`config.mk`:
```
export PLATFORM = sky130hd
export DESIGN_NAME = map_write_arbiter
export DESIGN_NICKNAME = d
export VERILOG_FILES = /design/src/rtl/map_write_arbiter.sv
export SDC_FILE = /design/constraint.sdc
export NUM_CORES = 1
export LEC_CHECK = 0
export CAP_MARGIN = 15
export CORE_MARGIN = 8
export CORE_UTILIZATION = 38
export CTS_CLUSTER_DIAMETER = 60
export DETAILED_ROUTE_END_ITERATION = 16
export PLACE_DENSITY = 0.81
export SLEW_MARGIN = 20
export SYNTH_ARGS = -nofsm -noshare
export SYNTH_HDL_FRONTEND = slang
export SYNTH_SLANG_ARGS = --single-unit
```
`constraint.sdc`:
```
create_clock -name CLOCK_50 -period 3.2 [get_ports CLOCK_50]
set_input_delay 0.64 -clock CLOCK_50 [delete_from_list [all_inputs] [get_ports CLOCK_50]]
set_output_delay 0.64 -clock CLOCK_50 [all_outputs]
set_load 0.005 [all_outputs]
```
`src/rtl/map_write_arbiter.sv`:
```
// Round-robin owner of the single map-RAM write port. For each granted sprite move it
// erases the current cell, draws the next cell, and then pulses done to that requester.
module map_write_arbiter #(
    parameter int NREQ       = 4,
    parameter int DATA_W     = 4,
    parameter int X_W        = 6,
    parameter int Y_W        = 5,
    parameter int MAP_W      = 40,
    parameter int MAP_H      = 30,
    parameter int ERASE_CODE = 0
) (
    input  logic                     CLOCK_50,
    input  logic                     reset,
    input  logic [NREQ-1:0]          req,
    input  logic [NREQ*X_W-1:0]      curr_x,
    input  logic [NREQ*Y_W-1:0]      curr_y,
    input  logic [NREQ*X_W-1:0]      next_x,
    input  logic [NREQ*Y_W-1:0]      next_y,
    input  logic [NREQ*DATA_W-1:0]   sprite,
    input  logic                     ram_ready,
    output logic                     wr_en,
    output logic [X_W+Y_W-1:0]       wr_addr,
    output logic [DATA_W-1:0]        wr_data,
    output logic [NREQ-1:0]          done,
    output logic                     busy,
    output logic [2:0]               grant_id
);

    typedef enum logic [1:0] {IDLE, ERASE, DRAW, ACK} state_t;

    localparam logic [X_W:0]      MAP_W_L = MAP_W[X_W:0];
    localparam logic [Y_W:0]      MAP_H_L = MAP_H[Y_W:0];
    localparam logic [DATA_W-1:0] ERASE_L = ERASE_CODE[DATA_W-1:0];
    localparam logic [2:0]        LAST_ID = 3'(NREQ - 1);

    state_t              state, state_next;
    logic [2:0]          rr_ptr;
    logic [X_W-1:0]      lat_cx, lat_nx, sel_cx, sel_nx;
    logic [Y_W-1:0]      lat_cy, lat_ny, sel_cy, sel_ny;
    logic [DATA_W-1:0]   lat_spr, sel_spr;
    logic                req_any;
    logic                hi_found, lo_found;
    logic [2:0]          hi_idx, lo_idx, gnt_idx;
    logic                curr_in_map, next_in_map;
    logic                take_grant;

    assign req_any    = |req;
    assign take_grant = (state == IDLE) && req_any;

    // Two ascending scans: first set bit at or above rr_ptr, else first set bit overall (wrap).
    always_comb begin
        hi_found = 1'b0;
        hi_idx   = '0;
        lo_found = 1'b0;
        lo_idx   = '0;
        for (int unsigned i = 0; i < NREQ; i++) begin
            if (req[i] && !lo_found) begin
                lo_found = 1'b1;
                lo_idx   = 3'(i);
            end
            if (req[i] && !hi_found && (3'(i) >= rr_ptr)) begin
                hi_found = 1'b1;
                hi_idx   = 3'(i);
            end
        end
        gnt_idx = hi_found ? hi_idx : lo_idx;
    end

    always_comb begin
        sel_cx  = '0;
        sel_cy  = '0;
        sel_nx  = '0;
        sel_ny  = '0;
        sel_spr = '0;
        for (int unsigned i = 0; i < NREQ; i++) begin
            if (3'(i) == gnt_idx) begin
                sel_cx  = curr_x[i*X_W +: X_W];
                sel_cy  = curr_y[i*Y_W +: Y_W];
                sel_nx  = next_x[i*X_W +: X_W];
                sel_ny  = next_y[i*Y_W +: Y_W];
                sel_spr = sprite[i*DATA_W +: DATA_W];
            end
        end
    end

    always_ff @(posedge CLOCK_50 or posedge reset) begin
        if (reset) begin
            state <= IDLE;
        end else begin
            state <= state_next;
        end
    end

    always_comb begin
        state_next = state;
        case (state)
            IDLE:    if (req_any) state_next = ERASE;
            ERASE:   if (ram_ready) state_next = DRAW;
            DRAW:    if (ram_ready) state_next = ACK;
            ACK:     state_next = IDLE;
            default: state_next = IDLE;
        endcase
    end

    always_ff @(posedge CLOCK_50 or posedge reset) begin
        if (reset) begin
            rr_ptr   <= '0;
            grant_id <= '0;
            lat_cx   <= '0;
            lat_cy   <= '0;
            lat_nx   <= '0;
            lat_ny   <= '0;
            lat_spr  <= '0;
        end else if (take_grant) begin
            rr_ptr   <= (gnt_idx == LAST_ID) ? 3'd0 : gnt_idx + 3'd1;
            grant_id <= gnt_idx;
            lat_cx   <= sel_cx;
            lat_cy   <= sel_cy;
            lat_nx   <= sel_nx;
            lat_ny   <= sel_ny;
            lat_spr  <= sel_spr;
        end
    end

    // Off-map cells still walk through their phase but never strobe the RAM.
    assign curr_in_map = ({1'b0, lat_cx} < MAP_W_L) && ({1'b0, lat_cy} < MAP_H_L);
    assign next_in_map = ({1'b0, lat_nx} < MAP_W_L) && ({1'b0, lat_ny} < MAP_H_L);

    always_comb begin
        wr_en   = 1'b0;
        wr_addr = '0;
        wr_data = '0;
        case (state)
            ERASE: begin
                wr_addr = {lat_cy, lat_cx};
                wr_data = ERASE_L;
                wr_en   = ram_ready && curr_in_map;
            end
            DRAW: begin
                wr_addr = {lat_ny, lat_nx};
                wr_data = lat_spr;
                wr_en   = ram_ready && next_in_map;
            end
            default: begin
                wr_en = 1'b0;
            end
        endcase
    end

    always_comb begin
        done = '0;
        for (int unsigned i = 0; i < NREQ; i++) begin
            done[i] = (state == ACK) && (grant_id == 3'(i));
        end
    end

    assign busy = (state != IDLE);

endmodule
```
==> results.cfg <==
[grt]
met2_usage_pct = 32.0
grt-ovfl-total = 0
grt_start_max_net_pins = 33
use_met3_pct = 6.55
grt_pass1_vias = 2620
track_usage_pct = 18.9
grt-busiest-layer = met2
antenna_found_initial = 0
use_met1_pct = 22.0
grt_pass1_wl_mm = 13.1

[detailed_routing]
routed-via-count = 2559
drt-initial-drc-count = 100
ant_nets = 0
drc = 0
wirelength_mm = 8.31
wl_per_cell_um = 18.3
drtPass1Iterations = 4
via_per_inst = 5.65

[die]
core_mm2 = 0.00578
die_area_mm2 = 0.00857
ioPinCount = 135
fp.dieH_um = 92.6
rows = 28
start_util_pct = 38.6
die_w_um = 92.6

[place]
dp_hpwl_mm = 6.59
routabilityCongestion = 0.897
placed_cell_area_mm2 = 0.00363
placedCellCount = 445
portBuffers = 133

[synth]
synth_area_mm2 = 0.00223
synth_top_area_share_pct = 35.9
ys_seq_area_share_pct = 35.9
synth_edf_count = 0
synth_cell_types = 40
synth_common_cells = dfrtp_1, nand2_1, a221oi_1
synthCells = 248
synth_nets = 367
syn_area_per_cell_um2 = 8.99
ys_ff_latch = 32
synth_area_leader_cell = dfrtp_1
synth_area_leaders = dfrtp_1, a221oi_1, o31ai_1, o22ai_1, nand2_1
ys_async_sr_fraction_pct = 100
synth.most_common_cell = dfrtp_1
ys.flop_type = dfrtp_1
yosysWarnings = 0

[layout]
syn_to_final_growth_pct = 67.1
fin_area_mm2 = 0.00373
drive_gt1_share_pct = 7.41
num_antenna_cells = 0
stdcell_count = 453
fin_util_pct = 64.5
final_nets = 496
fillers = 490

[pwr]
clockPowerShare_pct = 11.0
p_int_mw = 1.69
leakage_nw = 1.47
p_switching_mw = 1.23
seqPwrFrac_pct = 26.1
combPwrFrac_pct = 62.9
power.density_mw_per_mm2 = 784
peakVddDrop_v = 0.000416
swShare_pct = 42.0

[sta]
finalSetupTns_ns = 0
setup_viol = 0
maxSlewViolCount = 0
fmax_mhz = 335
fin_crit_sh_pct = 93.2
fin_worst_skew_ns = 0.00596
worst_pin_slew_ns = 0.732
relSlewSlack_pct = 51.2
final-hold-violation-count = 0
rsz0062_at_grt = false
fin_crit_ns = 2.98

[worst_setup_path]
setup.worst_path.start_class = flip-flop
worstPathArrival_ns = 2.34
crit_family = adder cells
crit_buf_inv = 2
cp_max_fo = 20
critical_path_class = flip-flop to output port
critPathRequiredTime_ns = 2.56
crit_slowest_cell = ha_1
endpoint_kind = output port
path_cells = inv_1 > ha_1 > a22oi_1 > nor2b_1 > clkdlybuf4s50_1
cp_slowest_stage_delay_ns = 0.63

[clocking]
cts_setup_buffers = 0
post_cts_resized = 0
cts_hold_buf = 0
root_buffer = clkbuf_8
clk_latency_ns = 0.28
htree_levels = 2
clkTransAtPathRegs_ns = 0.07
cts_tree = done
cts.sinks = 32
cts_made_buffers = 5
clock_path_buffers = 2

[min_path]
hp-class = flip-flop to flip-flop

[run_status]
status = finished clean

[job]
cap_viol_max_count = 0
## worst paths after layout
check | startpoint | endpoint | slack, ns | cells after the start
min in group asynchronous | reset | lat_nx[1] | 0.75 | 3
min reg2reg | lat_spr[3] | lat_spr[3] | 0.48 | 2
max in group asynchronous | reset | lat_cy[4] | 2.15 | 3
min | lat_spr[3] | lat_spr[3] | 0.48 | 2
max reg2reg | rr_ptr[1] | lat_cx[0] | 0.75 | 7
max | state[0] | wr_addr[4] | 0.22 | 5
## per-layer routing
layer	wire length, µm	up-vias	share of wire (%)
li1	-	1224	-
met2	4090	104	49
met3	608	7	7.3
met4	93	0	1.1
met5	0	-	0
met1	3510	1224	42
## cell usage in the layout, fill, tap and decap left out, types with 2 or more instances in the layout
| master | count |
|---|---|
| a22oi_1 | 11 |
| or2_2 | 2 |
| inv_1 | 6 |
| a21oi_1 | 3 |
| nor2_1 | 6 |
| clkbuf_8 | 6 |
| dfrtp_1 | 32 |
| nor2b_1 | 14 |
| nor3b_1 | 2 |
| buf_4 | 14 |
| ha_1 | 8 |
| nand2b_1 | 3 |
| mux2_2 | 2 |
| clkdlybuf4s50_1 | 133 |
| o41ai_1 | 2 |
| clkinv_2 | 2 |
| nand2_1 | 31 |
| a221oi_1 | 27 |
| o22ai_1 | 25 |
| o31ai_1 | 26 |
| and2_1 | 4 |
## power groups by stage
stage                     sequential [mW]  combinational, mW  clock, mW
after floorplan                     0.717               1.19          0
after global placement              0.761               1.79          0
after detailed placement            0.767               1.85          0
after CTS                           0.761               1.85      0.330
after global routing                0.789               2.04      0.345
final                               0.762               1.84      0.321
## state kept, by name, indices dropped and copies added (netlist names)
signal    flops
rr_ptr        2
grant_id      2
state         2
lat_nx        6
lat_spr       4
lat_cx        6
lat_ny        5
lat_cy        5
## worst register-to-register path, delay by kind of cell (launching register included)
family          cells  cell delay (ns)
fa+ha+maj           1             0.24
simple gates        3             1.00
mux                 1             0.20
flops               1             0.42
compound gates      2             0.45
## layout make-up
type	instances	area [µm²]	area share [%]
Sequential cell	32	801	21.5
Clock inverter	2	10.0	0.269
Clock buffer	6	82.6	2.22
Inverter	7	26.3	0.705
Multi-Input combinational cell	184	1280	34.3
Tap cell	75	93.8	2.52
Timing Repair Buffer	147	1440	38.5
## metrics by stage
step                worst slack [ns]  power, mW  hold WS (ns)
floorplan                      0.744       1.91         0.440
finish                         0.217       2.92         0.480
detailed placement            0.0273       2.61         0.469
CTS                            0.210       2.94         0.484
global route                  0.0304       3.17         0.510
global placement               0.125       2.55         0.455
## cells by family (layout without fill, tap and decap cells)
family | count (synthesis) | in the layout | share of synthesized area (%)
adders and majority gates | 8 | 8 | 4.49
DFF | 32 | 32 | 35.9
AOI/OAI and AO/OA | 101 | 101 | 35.0
muxes | 3 | 3 | 1.46
other | 1 | 1 | 0.168
and+or+nand+nor | 71 | 71 | 16.0
buffers and inverters | 32 | 162 | 6.96
Power figures use the tool's default switching activity.
